$ cat config.mk
export PLATFORM = sky130hd
export DESIGN_NAME = icache
export DESIGN_NICKNAME = d
export VERILOG_FILES = /design/src/rtl/icache_pkg.sv /design/src/rtl/icache_array.sv /design/src/rtl/icache.sv
export SDC_FILE = /design/constraint.sdc
export NUM_CORES = 2
export LEC_CHECK = 0
export BUFFER_PORTS_ARGS = -buffer_cell sky130_fd_sc_hd__buf_2
export CORE_ASPECT_RATIO = 1.25
export CORE_MARGIN = 2
export CORE_UTILIZATION = 62
export CTS_BUF_LIST = sky130_fd_sc_hd__clkbuf_8 sky130_fd_sc_hd__clkbuf_16
export CTS_CLUSTER_SIZE = 16
export DETAILED_ROUTE_END_ITERATION = 12
export PLACE_DENSITY_LB_ADDON = 0.08
export REMOVE_ABC_BUFFERS = 1
export SYNTH_ARGS = -nofsm -noshare
export SYNTH_HDL_FRONTEND = slang
export SYNTH_SLANG_ARGS = --single-unit
$ cat constraint.sdc
create_clock -name clk -period 5.7 [get_ports clk]
set_input_delay 0.285 -clock clk [delete_from_list [all_inputs] [get_ports clk]]
set_output_delay 0.285 -clock clk [all_outputs]
set_load 0.02 [all_outputs]
$ cat src/rtl/icache_pkg.sv
// Shared types and default geometry for the direct-mapped instruction cache.
package icache_pkg;

    localparam int LINES_DEF = 16;
    localparam int WORDS_DEF = 4;

    localparam int OFF_W  = 2;
    localparam int WORD_W = $clog2(WORDS_DEF);
    localparam int IDX_W  = $clog2(LINES_DEF);
    localparam int TAG_W  = 32 - OFF_W - WORD_W - IDX_W;

    typedef enum logic [1:0] {
        IDLE = 2'd0,
        REQ  = 2'd1,
        FILL = 2'd2
    } state_e;

endpackage

$ cat src/rtl/icache_array.sv
// Valid/tag/data storage: asynchronous read, synchronous word and tag writes,
// single-cycle clear of all valid bits. Only the valid bits are reset.
module icache_array
    import icache_pkg::*;
#(
    parameter int LINES = LINES_DEF,
    parameter int WORDS = WORDS_DEF,
    parameter int TW    = TAG_W,
    parameter int IW    = IDX_W,
    parameter int WW    = WORD_W
) (
    input  logic          clk_i,
    input  logic          rst_ni,
    input  logic [IW-1:0] rd_index_i,
    input  logic [WW-1:0] rd_word_i,
    output logic          rd_valid_o,
    output logic [TW-1:0] rd_tag_o,
    output logic [31:0]   rd_data_o,
    input  logic [IW-1:0] wr_index_i,
    input  logic [WW-1:0] wr_word_i,
    input  logic          wr_en_i,
    input  logic [31:0]   wr_data_i,
    input  logic          tag_we_i,
    input  logic [TW-1:0] wr_tag_i,
    input  logic          clr_all_i
);

    logic [LINES-1:0] valid_q;
    logic [TW-1:0]    tag_q  [LINES];
    logic [31:0]      data_q [LINES][WORDS];

    assign rd_valid_o = valid_q[rd_index_i];
    assign rd_tag_o   = tag_q[rd_index_i];
    assign rd_data_o  = data_q[rd_index_i][rd_word_i];

    // Clear-all wins over a same-cycle tag write so a pending invalidate
    // also kills the line that is just completing.
    always_ff @(posedge clk_i or negedge rst_ni) begin
        if (!rst_ni) begin
            valid_q <= '0;
        end else if (clr_all_i) begin
            valid_q <= '0;
        end else if (tag_we_i) begin
            valid_q[wr_index_i] <= 1'b1;
        end
    end

    always_ff @(posedge clk_i) begin
        if (wr_en_i) begin
            data_q[wr_index_i][wr_word_i] <= wr_data_i;
        end
        if (tag_we_i) begin
            tag_q[wr_index_i] <= wr_tag_i;
        end
    end

endmodule

$ cat src/rtl/icache.sv
// Direct-mapped read-only instruction cache with line-fill FSM.
// Define ICACHE_PERF_EN to add the hit_count/miss_count performance counters.
module icache
    import icache_pkg::*;
#(
    parameter int LINES = LINES_DEF,
    parameter int WORDS = WORDS_DEF
) (
    input  logic        clk,
    input  logic        rst,
    input  logic [31:0] pcF,
    input  logic        inv,
    output logic [31:0] instrF,
    output logic        stall,
    output logic        mem_req,
    output logic [31:0] mem_addr,
    input  logic        mem_gnt,
    input  logic        mem_rvalid,
    input  logic [31:0] mem_rdata
`ifdef ICACHE_PERF_EN
    ,
    output logic [31:0] hit_count,
    output logic [31:0] miss_count
`endif
);

    // Package widths describe the default geometry; overrides recompute.
    localparam int WW = (WORDS == WORDS_DEF) ? WORD_W : $clog2(WORDS);
    localparam int IW = (LINES == LINES_DEF) ? IDX_W  : $clog2(LINES);
    localparam int TW = 32 - OFF_W - WW - IW;
    localparam logic [WW-1:0] LAST_BEAT = WW'(WORDS - 1);

    logic [WW-1:0] pc_word;
    logic [IW-1:0] pc_index;
    logic [TW-1:0] pc_tag;
    logic          unused_pc_off;

    assign pc_word       = pcF[OFF_W +: WW];
    assign pc_index      = pcF[OFF_W + WW +: IW];
    assign pc_tag        = pcF[31 -: TW];
    assign unused_pc_off = ^pcF[OFF_W-1:0];

    state_e           state_q;
    logic [TW+IW-1:0] miss_addr_q;
    logic [WW-1:0]    beat_cnt_q;
    logic             inv_pend_q;
    logic             mem_req_q;
    logic [31:0]      mem_addr_q;

    logic          rd_valid;
    logic [TW-1:0] rd_tag;
    logic          hit;
    logic          fill_beat;
    logic          last_beat;
    logic          clr_all;

    assign hit       = rd_valid && (rd_tag == pc_tag);
    assign fill_beat = (state_q == FILL) && mem_rvalid;
    assign last_beat = fill_beat && (beat_cnt_q == LAST_BEAT);
    assign clr_all   = ((state_q == IDLE) && inv) || (last_beat && (inv_pend_q || inv));

    icache_array #(
        .LINES (LINES),
        .WORDS (WORDS),
        .TW    (TW),
        .IW    (IW),
        .WW    (WW)
    ) u_array (
        .clk_i      (clk),
        .rst_ni     (rst),
        .rd_index_i (pc_index),
        .rd_word_i  (pc_word),
        .rd_valid_o (rd_valid),
        .rd_tag_o   (rd_tag),
        .rd_data_o  (instrF),
        .wr_index_i (miss_addr_q[IW-1:0]),
        .wr_word_i  (beat_cnt_q),
        .wr_en_i    (fill_beat),
        .wr_data_i  (mem_rdata),
        .tag_we_i   (last_beat),
        .wr_tag_i   (miss_addr_q[TW+IW-1:IW]),
        .clr_all_i  (clr_all)
    );

    assign stall    = (state_q != IDLE) || !hit;
    assign mem_req  = mem_req_q;
    assign mem_addr = mem_addr_q;

    always_ff @(posedge clk or negedge rst) begin
        if (!rst) begin
            state_q     <= IDLE;
            miss_addr_q <= '0;
            beat_cnt_q  <= '0;
            inv_pend_q  <= 1'b0;
            mem_req_q   <= 1'b0;
            mem_addr_q  <= '0;
        end else begin
            case (state_q)
                IDLE: begin
                    if (!hit) begin
                        miss_addr_q <= {pc_tag, pc_index};
                        beat_cnt_q  <= '0;
                        mem_req_q   <= 1'b1;
                        mem_addr_q  <= {pc_tag, pc_index, {(WW + OFF_W){1'b0}}};
                        state_q     <= REQ;
                    end
                end
                REQ: begin
                    if (inv) begin
                        inv_pend_q <= 1'b1;
                    end
                    if (mem_gnt) begin
                        mem_req_q <= 1'b0;
                        state_q   <= FILL;
                    end
                end
                FILL: begin
                    if (inv) begin
                        inv_pend_q <= 1'b1;
                    end
                    if (mem_rvalid) begin
                        beat_cnt_q <= beat_cnt_q + 1'b1;
                        if (beat_cnt_q == LAST_BEAT) begin
                            inv_pend_q <= 1'b0;
                            state_q    <= IDLE;
                        end
                    end
                end
                default: state_q <= IDLE;
            endcase
        end
    end

`ifdef ICACHE_PERF_EN
    logic [31:0] hit_cnt_q;
    logic [31:0] miss_cnt_q;

    always_ff @(posedge clk or negedge rst) begin
        if (!rst) begin
            hit_cnt_q  <= '0;
            miss_cnt_q <= '0;
        end else if (state_q == IDLE) begin
            if (hit) begin
                hit_cnt_q <= hit_cnt_q + 32'd1;
            end else begin
                miss_cnt_q <= miss_cnt_q + 32'd1;
            end
        end
    end

    assign hit_count  = hit_cnt_q;
    assign miss_count = miss_cnt_q;
`endif

endmodule

Yosys cells after proc, flatten, opt, wreduce, memory -nomap -nowiden
Memory sizes are Yosys's and may differ from the RTL's.
Index checks and enable logic that the tools add are counted.

operators by class
  $add $sub $neg = 1
  magnitude comparators = 6
  equality and inequality tests = 8
  mux-type cells = 30
  bitwise logic cells = 4
  reductions and logical operators = 21

operator list
  cell                                                                number
  two-way mux 128 bit                                                 1
  two-way mux 32 bit                                                  3
  binary-select mux 32 bit (select 2 bit)                             1
  demux 32 bit (select 2 bit)                                         1
  two-way mux 16 bit                                                  2
  == test 24 bit                                                      1
  OR 16 bit                                                           1
  two-way mux 2 bit                                                   6
  less-than comparator 4 x 5 -> 1 bit (second input constant)         2
  two-way mux 1 bit                                                   10
  nonzero test 2 bit                                                  5
  logical AND 1 bit                                                   7
  greater-or-equal comparator 3 bit (second input constant)           2
  inequality test 2 bit (second input constant)                       3
  NOT 2 -> 3 bit                                                      2
  case mux 2 bit (3 select lines)                                     1
  AND reduction 3 bit                                                 2
  binary-select mux 1 bit (select 4 bit)                              1
  demux 1 bit (select 4 bit)                                          1
  == test 2 bit (second input constant)                               2
  greater-or-equal comparator 4 x 1 -> 1 bit (second input constant)  1
  case mux 1 bit (2 select lines)                                     2
  case mux 2 bit (2 select lines)                                     1
  AND reduction 4 bit                                                 1
  9 further kinds                                                     11

storage, ports and cells
  register bits after elaboration = 50
  bits in writable memories = 2432
  input port bits = 69
  word-level logic and storage cells = 78
  memories = 2

memories
  memory          depth  bits a word  read ports  clocked after memory_dff  write ports  line                text
  u_array.data_q  16     128          1           0                         1            icache_array.sv:30  logic [31:0] data_q [LINES][WORDS];
  u_array.tag_q   16     24           1           0                         1            icache_array.sv:29  logic [TW-1:0] tag_q [LINES];

Longest topological paths before layout
  depth after elaboration = 7
  depth in mapped cells = 15
  mapped depth without buffers = 8

Cells and area by module
A second synthesis with hierarchy kept.

unflattened totals
  cells, all modules = 4030
  area total of the unflattened synthesis = 94723.3 µm²

by module, submodules not included
  module        times used  cells an instance  area an instance (µm²)
  icache_array  1           3886               92932.9
  icache        1           144                1790.5

Least setup slack after synthesis
No wires, ideal clock.

  path type = register -> register
  start = register state_q[0]
  end = memory u_array.data_q[13][0] (netlist bit), enable pin
  library setup time = 0.470 ns
  arrival = 3.716 ns
  setup slack = 1.513 ns
  cell stages (with the launch flop) = 8
  buffers on the path = 2
  period minus slack after synthesis = 4.187 ns
  cell sequence = dfrtp_1 > inv_1 > ha_1 > and2_1 > clkbuf_1 > nand2_1 > clkbuf_1 > nor2_1

on the way
  longest elaborated chain between the ends = 4

ends and longest elaborated chain
  item                                       line                text
  start: declaration                         icache.sv:43        state_e state_q;
  start signal: assignment                   icache.sv:91        state_q <= IDLE;
  start signal: assignment                   icache.sv:105       state_q <= REQ;
  start signal: assignment                   icache.sv:114       state_q <= FILL;
  == test 2 bit                              icache.sv:58        assign fill_beat = (state_q == FILL) && mem_rvalid;
  logical AND 1 bit                          icache.sv:58
  two-way mux 1 bit                          icache_array.sv:49  if (wr_en_i) begin
  two-way mux 128 bit (implied by the code)  icache_array.sv:50  data_q[wr_index_i][wr_word_i] <= wr_data_i;
  end: declaration                           icache_array.sv:30

Every way passes these cells.

Final worst setup path
  start = input pcF[4]
  end = output instrF[2]

on the way
  longest elaborated chain between the ends = 4

ends and longest elaborated chain
  item                                                   line                text
  start: declaration                                     icache.sv:11        input logic [31:0] pcF,
  memory read (16 x 128 bit)                             n/a
  binary-select mux 32 bit (select 2 bit)                icache_array.sv:34  assign rd_data_o = data_q[rd_index_i][rd_word_i];
  two-way mux 32 bit (implied by the code) (2 in a row)  icache_array.sv:34
  end: declaration                                       icache.sv:13        output logic [31:0] instrF,

Every way passes these cells. The select of a mux whose other input is x is not followed.

==> run_results.csv <==
group,metric,value,unit
setup_path,crit_slowest_cell,"a211oi_1",
routing,viasPerCell,6.86,
timing,slew_violations,0,
pwr,ir_drop,0.345,mV
setup_path,arrival,4200,ps
global_route,antenna_found_initial,11,
floorplanning,ioPinCount,135,
floorplanning,core_area,153000,sq um
synth,synth_seq_cells,2482,
timing,finalHoldViolations,0,
clocking,cts_buffer_depth,3,
setup_path,criticalPathCategory,"in2out",
global_route,grt_max_degree,97,
layout,fin_nets,4331,
routing,drt-initial-drc-count,5647,
pwr,p_leak,33.6,nW
layout,fin_area,107000,sq um
timing,fin_crit_sh,78.7,%
clocking,cts.sinks,2482,
timing,max_slew_margin,20.7,%
timing,timing.fmax,223,MHz
timing,worstMarginPinSlew,1190,ps
placement,portBuffers,128,
setup_path,path_cells,"buf_8, buf_12, buf_12, mux4_2, mux4_2, nor2b_1, a211oi_1, a31oi_1, buf_2",
clocking,htreeDepth,4,
layout,final_util,70.2,%
job,maxCapViolations,0,
clocking,clock-root-buffer,"clkbuf_16",
floorplanning,initial_core_util,62.5,%
global_route,track_usage,29.1,%
setup_path,cp_max_fo,76,
synth,ys_seq_area_share,77.9,%
routing,totalWireLength,225000,um
timing,hold_ws,148,ps
routing,ant_nets,0,
timing,skew,18.3,ps
layout,multi_input_area,20600,sq um
hold_path,min_path_type,"in2async",
timing,fin_crit,4490,ps
setup_path,crit_path_end_kind,"primary output",
global_route,grt_pass1_vias,44300,
floorplanning,fp-row-count,160,
run_status,status,"complete, no violations",
clocking,cts_tree,"built",
synth,synth_cell_types,65,
placement,gp_congestion,0.853,
clocking,post_cts_resized,0,
global_route,overflow,0,
timing,final.setup.tns,0,ps
routing,drt-wirelength-per-cell,34.7,um
routing,drtPass1Iterations,6,
timing,finalSetupViolations,0,
clocking,clk_transition_reported_paths,60,ps
placement,dpl.hpwl,123000,um
synth,async_flop_share,2.01,%
pwr,powerDensity,366,nW/um^2
synth,syn_avg_cell_area,24.2,sq um
layout,fill_cells,9092,
floorplanning,die_x,355,um
synth,yosys_warnings,0,
synth,synth_area,95400,sq um
placement,post_dp_cell_area,99400,sq um
synth,synth_cells,3946,
synth,ys.flop_type,"edfxtp_1",
synth,synth-edff-count,2432,
global_route,grt_pass1_wl,320000,um
layout,final_layout_size_suffix_gt1_share,32.8,%
timing,rsz0062_at_grt,"false",
routing,drcViolationCount,0,
floorplanning,fp.dieArea,157000,sq um
clocking,numCtsBuffers,222,
setup_path,required,5410,ps
clocking,clk_latency,860,ps
setup_path,max_stage_delay,920,ps
setup_path,critPathLaunchType,"input pin",
routing,num_vias,44400,
layout,synthToLayoutAreaGrowth,12.2,%
floorplanning,die_y,443,um
layout,seqCellArea,74300,sq um
[worst paths after layout]
check | from | endpoint | slack [ps] | depth (start not counted)
worst max-delay path | pcF[4] | instrF[2] | 1210 | 9
max in group asynchronous | rst | miss_addr_q[12]$_DFFE_PN0P_ | 4960 | 3
worst min register to register | u_array.valid_q[3]$_DFFE_PN0P_ | u_array.valid_q[3]$_DFFE_PN0P_ | 500 | 2
worst min-delay path | rst | miss_addr_q[27]$_DFFE_PN0P_ | 150 | 3
min in group clk | pcF[7] | miss_addr_q[3]$_DFFE_PN0P_ | 150 | 2
worst max register to register | u_array.tag_q[13][15]$_DFFE_PP_ | miss_addr_q[13]$_DFFE_PN0P_ | 1550 | 8
[synthesized netlist by cell type, drive strengths merged (3+ instances only)]
cell | n | area [sq um]
dfrtp | 50 | 1250
inv | 11 | 41.3
nor3 | 8 | 40.0
nand4 | 10 | 62.6
a31o | 3 | 26.3
nand3 | 16 | 80.1
edfxtp | 2432 | 73000
clkbuf | 88 | 330
a31oi | 17 | 106
xor2 | 11 | 96.3
o21a | 3 | 22.5
o31ai | 3 | 22.5
o21ai | 16 | 80.1
mux2 | 54 | 608
ha | 7 | 87.6
a211oi | 7 | 52.6
or3b | 5 | 43.8
nor2b | 17 | 106
o32ai | 3 | 26.3
mux2i | 53 | 531
nand2 | 47 | 176
nor4 | 5 | 31.3
o22ai | 15 | 93.8
or4 | 5 | 37.5
nor2 | 104 | 390
buf | 126 | 668
a21oi | 18 | 90.1
and2 | 3 | 18.8
nand4b | 3 | 26.3
xnor2 | 15 | 131
a22oi | 12 | 90.1
mux4 | 741 | 16700
nand2b | 5 | 31.3
[placed cells by master (no fill, tap or decap), drive strengths merged, types with 7 or more instances in the layout]
| cell | netlist | layout |
|---|---|---|
| a211oi | 7 | 7 |
| a21oi | 18 | 18 |
| a22oi | 12 | 12 |
| a31oi | 17 | 17 |
| buf | 126 | 266 |
| bufinv | 0 | 26 |
| clkbuf | 88 | 240 |
| clkinv | 0 | 97 |
| clkinvlp | 0 | 9 |
| dfrtp | 50 | 50 |
| dlygate4sd3 | 0 | 29 |
| edfxtp | 2432 | 2432 |
| ha | 7 | 7 |
| inv | 11 | 52 |
| mux2 | 54 | 54 |
| mux2i | 53 | 53 |
| mux4 | 741 | 741 |
| nand2 | 47 | 47 |
| nand3 | 16 | 16 |
| nand4 | 10 | 10 |
| nor2 | 104 | 104 |
| nor2b | 17 | 17 |
| nor3 | 8 | 8 |
| o21ai | 16 | 16 |
| o22ai | 15 | 15 |
| xnor2 | 15 | 15 |
| xor2 | 11 | 11 |
[worst max-delay path, delay by kind of cell]
kind                   cells  cell delay (ps)
AOI/OAI and AO/OA          2             1220
buffers and inverters      4             1280
muxes                      2             1070
and+or+nand+nor            1              150
[final cells by class]
type	instances	share of cell area (%)
antenna	2	0.00468
clock buffer	239	5.48
clock inverter	173	1.37
inverter	11	0.0386
multi-input combinational	1242	19.2
sequential	2482	69.4
tap	2025	2.37
timing repair buffer	296	2.12
[logic make-up (layout without fill, tap and decap cells)]
logic type	after synthesis	count (layout)	synth area share, %
xor gates and xnor gates	26	26	0.239
AOI/OAI and AO/OA	115	115	0.813
adders and majority gates	7	7	0.0918
and+or+nand+nor	242	242	1.21
buffers and inverters	225	719	1.09
muxes	848	848	18.7
DFF	2482	2482	77.9
other	1	6	0.00393
[routing by layer]
layer | track usage (%) | routed length (um)
met5 | 0 | 55
met4 | 8.09 | 5910
met3 | 4.54 | 17900
met2 | 48.0 | 115000
met1 | 41.6 | 86100
[metrics by stage]
stage | setup WS [ps] | power [mW] | std cells
2_1_floorplan | 1520 | 23.0 | 3735
5_1_grt | 822 | 40.3 | 6469
3_5_place_dp | 976 | 24.5 | 6027
6_report | 1210 | 39.2 | 6470
4_1_cts | 1070 | 39.4 | 6468
3_3_place_gp | 1030 | 24.5 | 6027
[state kept, by name (all words and copies together), names as in the netlist]
name and cells:
u_array.valid_q 16, state_q 2, beat_cnt_q 2, inv_pend_q 1, mem_req 1, miss_addr_q 28
u_array.tag_q 384, u_array.data_q 2048
[power by group]
part           leakage (nW)  internal [mW]  switching [mW]
clock                  3.73           8.54            6.46
combinational          7.41           1.08            1.80
sequential             22.5           20.8           0.502
total                  33.6           30.4            8.76
[what timing repair did]
action                                 in CTS  in global routing
setup buffers                               0                  0
endpoints found under the hold margin      79                  0
hold buffers                               29                  0
Power figures use the tool's default switching activity.
